[src/rtl/alu_pkg.sv]
// Shared definitions for the ALU UART front-end: default widths, opcodes,
// and the sequencer state encoding.
package alu_pkg;

  localparam int NB_DATA_DEF   = 8;
  localparam int NB_OPCODE_DEF = 6;

  localparam logic [5:0] OP_ADD = 6'b100000;
  localparam logic [5:0] OP_SUB = 6'b100010;
  localparam logic [5:0] OP_AND = 6'b100100;
  localparam logic [5:0] OP_OR  = 6'b100101;
  localparam logic [5:0] OP_XOR = 6'b100110;
  localparam logic [5:0] OP_SRA = 6'b000011;
  localparam logic [5:0] OP_SRL = 6'b000010;
  localparam logic [5:0] OP_NOR = 6'b100111;

  localparam logic [2:0] ST_WAIT_OPE1 = 3'd0;
  localparam logic [2:0] ST_WAIT_OPE2 = 3'd1;
  localparam logic [2:0] ST_WAIT_OP   = 3'd2;
  localparam logic [2:0] ST_EXEC      = 3'd3;
  localparam logic [2:0] ST_SEND      = 3'd4;
  localparam logic [2:0] ST_WAIT_TX   = 3'd5;

endpackage

[src/rtl/opcode_valid_chk.sv]
// Flags whether a received byte is one of the eight supported ALU opcodes
// (top two bits must be zero).
module opcode_valid_chk
  import alu_pkg::*;
(
  input  logic [7:0] i_byte,
  output logic       o_valid
);

  always_comb begin
    o_valid = 1'b0;
    if (i_byte[7:6] == 2'b00) begin
      case (i_byte[5:0])
        OP_ADD, OP_SUB, OP_AND, OP_OR,
        OP_XOR, OP_SRA, OP_SRL, OP_NOR: o_valid = 1'b1;
        default:                        o_valid = 1'b0;
      endcase
    end
  end

endmodule

[src/rtl/alu_uart_if.sv]
// Collects operand/operand/opcode bytes from the UART, commits them to the
// ALU atomically, and hands the result back to the UART transmitter.
//
// state     | meaning
// WAIT_OPE1 | waiting for operand 1 byte
// WAIT_OPE2 | waiting for operand 2 byte
// WAIT_OP   | waiting for opcode byte; commit or discard frame
// EXEC      | ALU settling; capture result
// SEND      | pulse tx start
// WAIT_TX   | waiting for transmitter to finish
module alu_uart_if
  import alu_pkg::*;
#(
  parameter int NB_DATA   = NB_DATA_DEF,
  parameter int NB_OPCODE = NB_OPCODE_DEF,
  parameter int NB_COUNT  = 8
) (
  input  logic                 i_clock,
  input  logic                 i_reset,
  input  logic [NB_DATA-1:0]   i_rx_data,
  input  logic                 i_rx_done,
  input  logic                 i_tx_done,
  input  logic [NB_DATA-1:0]   i_alu_result,
  output logic [NB_DATA-1:0]   o_ope1,
  output logic [NB_DATA-1:0]   o_ope2,
  output logic [NB_OPCODE-1:0] o_opcode,
  output logic [NB_DATA-1:0]   o_tx_data,
  output logic                 o_tx_start,
  output logic                 o_err_opcode,
  output logic                 o_overrun,
  output logic [NB_COUNT-1:0]  o_frame_count
);

  logic [2:0]           state_q, state_d;
  logic [NB_DATA-1:0]   shadow1_q, shadow1_d;
  logic [NB_DATA-1:0]   shadow2_q, shadow2_d;
  logic [NB_DATA-1:0]   ope1_q, ope1_d;
  logic [NB_DATA-1:0]   ope2_q, ope2_d;
  logic [NB_OPCODE-1:0] opcode_q, opcode_d;
  logic [NB_DATA-1:0]   tx_data_q, tx_data_d;
  logic                 err_q, err_d;
  logic                 ovr_q, ovr_d;
  logic [NB_COUNT-1:0]  count_q, count_d;
  logic                 op_valid;

  opcode_valid_chk u_opcode_valid_chk (
    .i_byte  (i_rx_data[7:0]),
    .o_valid (op_valid)
  );

  always_comb begin
    state_d   = state_q;
    shadow1_d = shadow1_q;
    shadow2_d = shadow2_q;
    ope1_d    = ope1_q;
    ope2_d    = ope2_q;
    opcode_d  = opcode_q;
    tx_data_d = tx_data_q;
    count_d   = count_q;
    err_d     = 1'b0;
    ovr_d     = 1'b0;
    case (state_q)
      ST_WAIT_OPE1: if (i_rx_done) begin
        shadow1_d = i_rx_data;
        state_d   = ST_WAIT_OPE2;
      end
      ST_WAIT_OPE2: if (i_rx_done) begin
        shadow2_d = i_rx_data;
        state_d   = ST_WAIT_OP;
      end
      ST_WAIT_OP: if (i_rx_done) begin
        if (op_valid) begin
          ope1_d   = shadow1_q;
          ope2_d   = shadow2_q;
          opcode_d = i_rx_data[NB_OPCODE-1:0];
          state_d  = ST_EXEC;
        end else begin
          err_d   = 1'b1;
          state_d = ST_WAIT_OPE1;
        end
      end
      ST_EXEC: begin
        tx_data_d = i_alu_result;
        ovr_d     = i_rx_done;
        state_d   = ST_SEND;
      end
      ST_SEND: begin
        ovr_d   = i_rx_done;
        state_d = ST_WAIT_TX;
      end
      ST_WAIT_TX: begin
        if (i_tx_done) begin
          count_d = count_q + NB_COUNT'(1);
          state_d = ST_WAIT_OPE1;
          // A byte landing with the tx completion starts the next frame.
          if (i_rx_done) begin
            shadow1_d = i_rx_data;
            state_d   = ST_WAIT_OPE2;
          end
        end else begin
          ovr_d = i_rx_done;
        end
      end
      default: state_d = ST_WAIT_OPE1;
    endcase
  end

  always_ff @(posedge i_clock or negedge i_reset) begin
    if (!i_reset) begin
      state_q   <= ST_WAIT_OPE1;
      shadow1_q <= '0;
      shadow2_q <= '0;
      ope1_q    <= '0;
      ope2_q    <= '0;
      opcode_q  <= '0;
      tx_data_q <= '0;
      err_q     <= 1'b0;
      ovr_q     <= 1'b0;
      count_q   <= '0;
    end else begin
      state_q   <= state_d;
      shadow1_q <= shadow1_d;
      shadow2_q <= shadow2_d;
      ope1_q    <= ope1_d;
      ope2_q    <= ope2_d;
      opcode_q  <= opcode_d;
      tx_data_q <= tx_data_d;
      err_q     <= err_d;
      ovr_q     <= ovr_d;
      count_q   <= count_d;
    end
  end

  assign o_ope1        = ope1_q;
  assign o_ope2        = ope2_q;
  assign o_opcode      = opcode_q;
  assign o_tx_data     = tx_data_q;
  assign o_tx_start    = (state_q == ST_SEND);
  assign o_err_opcode  = err_q;
  assign o_overrun     = ovr_q;
  assign o_frame_count = count_q;

endmodule

[config.mk]
export PLATFORM = sky130hd
export DESIGN_NAME = alu_uart_if
export DESIGN_NICKNAME = d
export VERILOG_FILES = /design/src/rtl/alu_pkg.sv /design/src/rtl/opcode_valid_chk.sv /design/src/rtl/alu_uart_if.sv
export SDC_FILE = /design/constraint.sdc
export NUM_CORES = 1
export LEC_CHECK = 0
export CORE_ASPECT_RATIO = 0.9
export CORE_MARGIN = 2
export CORE_UTILIZATION = 44
export DETAILED_ROUTE_END_ITERATION = 10
export PLACE_DENSITY = 0.87
export SKIP_CTS_REPAIR_TIMING = 1
export SLEW_MARGIN = 20
export SYNTH_ARGS = -nofsm -noshare
export SYNTH_HDL_FRONTEND = slang
export SYNTH_HIERARCHICAL = 1
export SYNTH_SLANG_ARGS = --single-unit
[constraint.sdc]
create_clock -name i_clock -period 1.8 [get_ports i_clock]
set_clock_uncertainty 0.05 [all_clocks]
set_input_delay 0.45 -clock i_clock [delete_from_list [all_inputs] [get_ports i_clock]]
set_output_delay 0.45 -clock i_clock [all_outputs]
set_load 0.05 [all_outputs]
# Word-level counts from Yosys, hierarchy flattened

Cells that the tools add are included.

Bits in read-only memories: 0
Logic and storage cells: 55
Memories kept: 0
RAM bits: 0
Flip-flop bits (word level): 59
Output and inout port bits: 41
Input port bits: 20
Latch bits: 0

$lt $le $gt $ge: 0
Eq/ne operators: 17
Bitwise logic cells: 0
$add $sub $neg: 1
Muxes and demuxes: 17
Reduce and logical (&&, ||, !) cells: 10
Multiply operators: 0
Divide/modulo/power cells: 0
Shifts and indexed selects: 0

Operators with widths:

| kind                  | number |
|---|---|
| $eq A6 B6 Y1 const B  | 6 |
| $pmux W3 S6           | 1 |
| $mux W8               | 2 |
| $pmux W8 S2           | 1 |
| $eq A6 B2 Y1 const B  | 2 |
| $mux W3               | 4 |
| $add A8 B1 Y8 const B | 1 |
| $ne A2 B2 Y1 const B  | 4 |
| $reduce_or A8 Y1      | 1 |
| $mux W1               | 7 |
| $eq A3 B2 Y1 const B  | 2 |
| $eq A3 B3 Y1 const B  | 2 |
| $reduce_and A2 Y1     | 3 |
| $reduce_and A4 Y1     | 1 |
| $eq A3 B1 Y1 const B  | 1 |
| $logic_not A3 Y1      | 1 |
| $reduce_and A3 Y1     | 1 |
| $logic_not A2 Y1      | 1 |
| $mux W2               | 1 |
| $pmux W1 S2           | 1 |
| $reduce_bool A2 Y1    | 1 |
| $reduce_or A2 Y1      | 1 |

# Longest topological paths before layout

Gate-level depths: netlist of the first run.

Depth after elaboration: 7
Gate-level depth with buffers: 5
Gate-level depth less buffers: 5

# By module

Netlist of the first run, hierarchy kept.

Modules (own cells, without submodules):

| module           | sequential area each (µm²) | times used | area each (µm²) | cells an instance |
|---|---|---|---|---|
| alu_uart_if      | 1476.4                     | 1          | 2367.3          | 157 |
| opcode_valid_chk | 0.0                        | 1          | 33.8            | 4 |

# Worst setup path before layout of the first run

No wires, ideal clock.

Kind: register to output
From: register state_q[1]
To: output o_tx_start
Arrival: 1.294 ns
Buffers on the path: 1
Setup slack: 0.006 ns
Cell stages (with the launch flop): 4
Data required time: 1.300 ns
Cells stage by stage: dfrtp_1 -> buf_4 -> nand2b_1 -> nor2_1

Word-level cells in the longest chain between the ends: 1

RTL lines:

| what                   | RTL line           | RTL |
|---|---|---|
| from (decl)            | alu_uart_if.sv:34  | `logic [2:0] state_q, state_d;` |
| from (signal assigned) | alu_uart_if.sv:121 | `state_q <= state_d;` |
| $eq A3 B3 Y1           | alu_uart_if.sv:138 | `assign o_tx_start = (state_q == ST_SEND);` |
| to (decl)              | alu_uart_if.sv:28  | `output logic o_tx_start,` |

Every way passes these cells.

# Final worst setup path of the first run

From: input i_rx_data[3]
To: register opcode_q[0] (netlist: o_opcode[0])

Word-level cells in the longest chain between the ends: 5
Elaborated cells on any way between the ends: 12
Those cells by class: eq/ne (8); mux (2); reduce/logical (2)

RTL lines:

| what                                         | RTL line               | RTL |
|---|---|---|
| from (decl)                                  | alu_uart_if.sv:20      | `input logic [NB_DATA-1:0] i_rx_data,` |
| $eq A6 B6 Y1 or $eq A6 B2 Y1 (tied branches) | opcode_valid_chk.sv:13 | `case (i_byte[5:0])` |
| $reduce_or A8 Y1 (*)                         | opcode_valid_chk.sv:13 |  |
| $mux W1 (*)                                  | opcode_valid_chk.sv:13 |  |
| $mux W1 (*)                                  | opcode_valid_chk.sv:12 | `if (i_byte[7:6] == 2'b00) begin` |
| named net op_valid                           | alu_uart_if.sv:44      | `logic op_valid;` |
| $reduce_and A3 Y1 (no line) (*)              | n/a                    |  |
| to (signal assigned)                         | alu_uart_if.sv:126     | `opcode_q <= opcode_d;` |
| to (decl)                                    | alu_uart_if.sv:39      | `logic [NB_OPCODE-1:0] opcode_q, opcode_d;` |

Mark *: on every way through the listed nets, which the timed path passes. The rest lies on a longest branch.
A chain may end at the register's enable or synchronous reset.

==> results of run 1 <==
==> cell usage in the layout, fill, tap and decap left out, drive strengths merged, types with 2 or more instances in the layout <==
cell type and count:
clkinv 2, xnor2 4, nor2b 3, clkbuf 18, nand2 12, nand4 3
nor3 2, nand2b 3, clkdlybuf4s50 9, nor2 3, xor2 4, nor4 3
dlymetal6s2s 7, mux2 46, buf 68, dfrtp 59
==> area by class of cell <==
type / instances / area [µm²] / share of cell area (%)
Inverter: 2 / 11.26 / 0.3221
Timing Repair Buffer: 88 / 857.1 / 24.52
Clock buffer: 14 / 162.7 / 4.653
Sequential cell: 59 / 1480 / 42.34
Clock inverter: 2 / 10.01 / 0.2863
Multi-Input combinational cell: 95 / 890.9 / 25.48
Tap cell: 67 / 83.83 / 2.398
==> flip-flops by register name, summed over array words and instances (netlist names) <==
register and count:
o_opcode 6, state_q 3, o_overrun 1, o_ope1 8, o_err_opcode 1, o_ope2 8, o_tx_data 8, shadow2_q 8
shadow1_q 8, o_frame_count 8
==> through the flow <==
| stage | TNS, ns | std cells | hold WS [ns] | area, µm² |
|---|---|---|---|---|
| 6_report | 0 | 327 | 0.06058 | 3496 |
| 5_1_grt | -0.1955 | 327 | 0.09209 | 3496 |
| 4_1_cts | -3.452 | 320 | 0.06987 | 3372 |
| 3_5_place_dp | -16.13 | 304 | 0.4128 | 3199 |
| 3_3_place_gp | -13.75 | 304 | 0.4071 | 3199 |
| 2_1_floorplan | 0 | 161 | 0.1044 | 2401 |
==> kinds of logic after synthesis <==
| logic type | share of synthesized area, % |
|---|---|
| buffers and inverters | 1.824 |
| xor gates and xnor gates | 2.918 |
| DFF | 61.49 |
| muxes | 21.57 |
| AOI/OAI and AO/OA | 2.762 |
| and+or+nand+nor | 8.911 |
| adders and majority gates | 0.5210 |
==> worst paths after layout <==
check / depth (start not counted) / to / slack, ns
min reg2reg: 1 / o_frame_count[7] / 0.42
min: 2 / o_err_opcode / 0.06
max reg2reg: 5 / o_opcode[0] / 0.04
max in group asynchronous: 2 / state_q[1] / 1.35
min in group i_clock: 1 / o_frame_count[7] / 0.42
max: 7 / o_opcode[0] / 0.03
==> power by group through the flow <==
stage               Sequential, µW  Combinational (µW)  Clock (µW)
global route                  2130                2450        1130
finish                        2080                2310        1050
floorplan                     2710                 831           0
detailed placement            2110                2260           0
CTS                           2090                2260        1080
global placement              2080                2200           0
==> worst register-to-register path: stages (launching register included) <==
cell and delay, ns:
dfrtp_2 0.50, nor2b_1 0.25, nand4_1 0.23, buf_6 0.20, clkbuf_16 0.16, mux2_2 0.26
==> metal layers <==
layer	vias up	routed length, µm	share of wire [%]	track usage (%)
met3	10	373	7.3	8.131
li1	764	-	-	-
met5	-	0	0	0
met4	0	57	1.1	4.444
met2	55	2580	50	28.55
met1	824	2099	41	20.39
==> key figures, run 1 <==
Drt
  • Wirelength per Cell: 15.63 µm
  • Vias per cell: 5.055
  • DR iter-0 viols: 70
  • DR vias: 1653
  • Post-DRT Antenna Nets: 0
  • DRC violations left: 0
  • Drt pass-1 iters: 4
  • Final WL: 5111 µm

Die
  • Top Ports: 61
  • Core area: 0.005255 mm²
  • Initial core utilization: 45.69%
  • Die Wd: 81.87 µm
  • Die area: 0.006065 mm²
  • # rows: 25
  • Die height: 74.08 µm

Setup path
  • CP startpoint: i_rx_data[3]
  • Arr. time, crit path: 1.93 ns
  • CP max stage cell: o221a_1
  • CP Data Required Time: 1.96 ns
  • Bufs and invs on worst path: 3
  • CP Max Fanout: 6
  • Maximum single-stage delay on the critical path: 0.27 ns
  • Crit-path leading delay family: buffers and inverters
  • CP startpoint kind: input port
  • R2R Path Start: state_q[2]
  • Crit Path Class: in -> reg
  • Worst setup EP type: flip-flop
  • CP cell instances: dlymetal6s2s_1, nor4_2, o221a_1, nand4_1, buf_6, clkbuf_16, mux2_2

Placement
  • Routability cong.: 0.7565
  • Port bufs: 60
  • Dpl hpwl: 3484 µm
  • Worst slack, placed: -0.5177 ns

Clock tree
  • Clk buf depth: 2
  • Clock insertion delay at the later pin of the skew report: 0.33 ns
  • Cts bufs inserted: 9
  • Clk pin slew, worst setup/hold paths: 0.06 ns
  • CTS tree: done
  • H-tree depth: 3
  • CTS Sinks: 59
  • CTS root buf: clkbuf_8

Yosys
  • Synth cell count leaders: dfrtp_1 (59), mux2_2 (46), nand2_1 (11)
  • Most numerous cell in the Yosys netlist: dfrtp_1
  • Cell taking the most area after synthesis: dfrtp_1
  • Register area share after synthesis: 61.49%
  • Post-synth top area share: 61.49%
  • Synthesis Warnings: 6
  • Mapped cell area: 0.002401 mm²
  • Mapped Avg Cell Area: 14.91 µm²
  • Cell count after synthesis: 161
  • Synth area leaders: dfrtp_1 (61%), mux2_2 (22%), nand2_1 (1.7%)
  • Synthesized Nets: 182
  • Top FF cell, synth: dfrtp_1
  • Yosys reg bits: 59
  • EDFF count, synth: 0
  • Library cells used by synthesis: 31
  • Ys async rst share: 100.0%

Pwr
  • Leakage: 0.001757 µW
  • Comb pwr share: 42.5%
  • Net Switching: 2074 µW
  • Overall Power: 5444 µW
  • Int Power: 3369 µW
  • Peak VDD IR: 0.0009795 V
  • Total power divided by cell area: 1557 mW/mm²
  • Sw frac: 38.11%
  • Clk pwr share: 19.2%
  • Register share of total power: 38.3%

Cells and area
  • # nets final: 276
  • Area grow syn2layout: 45.60%
  • Layout Utilization: 66.52%
  • Share of layout cells above drive strength 1: 54.62%
  • Layout fillers: 386
  • Diodes inserted: 0

Timing
  • Final hold vios: 0
  • Max Transition Viols Final: 0
  • Setup ws final: 0.02776 ns
  • F_max: 564.3 MHz
  • Count of final setup violators: 0
  • Relative slew slack: 72.45%
  • Actual slew at the worst max-slew pin: 0.4122 ns
  • Fin crit share: 98.46%
  • Minimum clock period: 1.772 ns

Global route
  • Vias in the first global route: 1617
  • Largest net degree at the start of global routing: 60
  • Total congestion overflow: 0
  • GRT Total Usage: 17.23%
  • Initial antenna violation count: 0
  • Global-route wire length before repair: 7631 µm

Status
  • Status: finished clean

Flow run
  • Max-cap violations: 0

Min path
  • Worst Hold Class: in -> async
No activity file was read; power rests on OpenSTA's default activity.
==> inputs of run 2 (changes only) <==
- CORE_MARGIN: 2 -> 1.5
==> run 2 against run 1 <==
Effect of this change: design area rose by 1.0%; combinational power barely moved; non-clock buffer count did not move; clock-buffer cell count fell by 2; via count fell by 1.3%; maximum frequency fell by 1.1%; first-iteration DRC count rose by 49%; flip-flop and latch count did not move; setup slack got worse by 0.020 ns; sequential share of layout area fell by 0.44 points; power rose by 5.5%; largest cell class unchanged; largest power group unchanged; highest routed layer unchanged.
==> key figures, run 2 (synthesis gave the netlist of run 1 again) <==
Drt
  • DR iter-0 viols: 104
  • Drt pass-1 iters: 3
  • Vias per cell: 4.988
  • Final WL: 5092 µm
  • Post-DRT Antenna Nets: 0
  • DRC violations left: 0
  • DR vias: 1631
  • Wirelength per Cell: 15.57 µm

Cells and area
  • Area grow syn2layout: 47.11%
  • # nets final: 276
  • Layout Cells excl Fill: 327
  • Most frequent cells in the layout: dfrtp_1 (56), buf_4 (54), mux2_2 (45)
  • Diodes inserted: 0
  • Layout fillers: 393
  • Share of layout cells above drive strength 1: 55.38%
  • Commonest non-fill, non-tap cell in the layout: dfrtp_1

Die
  • Initial core utilization: 45.69%
  • Top Ports: 61
  • # rows: 25
  • Die height: 73.08 µm
  • Die area: 0.005910 mm²
  • Die Wd: 80.87 µm
  • Core area: 0.005255 mm²

Setup path
  • CP cell instances: dlymetal6s2s_1, nor4_4, o221a_1, nand4_1, buf_6, mux2_4
  • Bufs and invs on worst path: 2
  • CP Data Required Time: 1.96 ns
  • CP max stage cell: nand4_1
  • Crit-path leading delay family: simple AND/OR/NAND/NOR gates
  • Worst setup EP type: flip-flop
  • Crit Path Class: in -> reg
  • CP startpoint kind: input port
  • CP Max Fanout: 6
  • Maximum single-stage delay on the critical path: 0.31 ns
  • Arr. time, crit path: 1.95 ns

Placement
  • Routability cong.: 0.7303
  • Dpl hpwl: 3467 µm
  • Port bufs: 60
  • Worst slack, placed: -0.4691 ns
  • Dpl cells: 305

Timing
  • Actual slew at the worst max-slew pin: 0.4037 ns
  • Final hold vios: 0
  • Relative slew slack: 73.02%
  • Max Transition Viols Final: 0
  • Minimum clock period: 1.792 ns
  • F_max: 557.9 MHz
  • Fin crit share: 99.58%
  • Count of final setup violators: 0
  • Setup ws final: 0.007531 ns

Global route
  • Largest net degree at the start of global routing: 60
  • GRT Total Usage: 18.64%
  • Vias in the first global route: 1700
  • Initial antenna violation count: 0
  • Total congestion overflow: 0
  • Global-route wire length before repair: 7969 µm

Min path
  • Worst Hold Class: in -> async

Clock tree
  • CTS tree: done
  • H-tree depth: 3
  • CTS root buf: clkbuf_8
  • CTS Sinks: 59
  • Clock insertion delay at the later pin of the skew report: 0.33 ns
  • Cts bufs inserted: 9
  • Clk buf depth: 2
  • Clk pin slew, worst setup/hold paths: 0.06 ns

Pwr
  • Leakage: 0.001760 µW
  • Peak VDD IR: 0.001070 V
  • Total power divided by cell area: 1626 mW/mm²

Status
  • Status: finished clean

Flow run
  • Max-cap violations: 0
[run 2: changes by cell type in the layout (fill, tap and decap cells not counted), moves of 2 or more]
cell       change
clkbuf_1       -2
buf_6          +4
buf_4          -2
bufinv_16      +2
clkbuf_16      -2
[run 2: path summary, 6_finish.rpt]
check / slack (ns) / cells past startpoint / startpoint / end
setup / recovery: 0.008 / 6 / i_rx_data[3] / o_ope2[0]
min in group i_clock: 0.42 / 3 / i_rx_data[4] / shadow1_q[4]
hold reg to reg: 0.44 / 1 / o_frame_count[7] / o_frame_count[7]
setup reg to reg: 0.02 / 5 / state_q[2] / o_ope2[0]
max in group asynchronous: 1.37 / 2 / i_reset / state_q[1]
hold / removal: 0.06 / 2 / i_reset / o_tx_data[7]
[run 2: through the flow]
stage          TNS [ns]  utilization, %  total power (µW)  hold slack [ns]  instance area, µm²
6_report              0           67.21              5742          0.05810                3532
5_1_grt        -0.04627           67.21              6035          0.06618                3532
4_1_cts          -2.327           65.36              5726          0.06192                3435
3_5_place_dp     -14.80           61.02              4364           0.4244                3207
3_3_place_gp     -13.36           61.02              4282           0.4112                3207
2_1_floorplan         0               -              3545           0.1044                2401
[run 2: area by class of cell]
class | instances | area (µm²) | share of cell area (%)
Timing Repair Buffer | 88 | 834.6 | 23.63
Inverter | 2 | 7.507 | 0.2125
Clock buffer | 12 | 155.1 | 4.392
Tap cell | 67 | 83.83 | 2.373
Sequential cell | 59 | 1480 | 41.91
Clock inverter | 4 | 72.57 | 2.055
Multi-Input combinational cell | 95 | 898.4 | 25.43
[run 2: power breakdown]
group,switching (µW),internal (µW),total (µW)
clock network,495,853,1350
registers,294,1760,2060
logic,1300,1030,2340
[run 2: per-layer routing]
layer	part of all wire (%)	up-vias	global-route usage, %
li1	-	760	-
met1	39	814	20.07
met2	53	53	31.94
met3	7.1	4	8.625
met4	1.1	0	7.088
met5	0	-	0
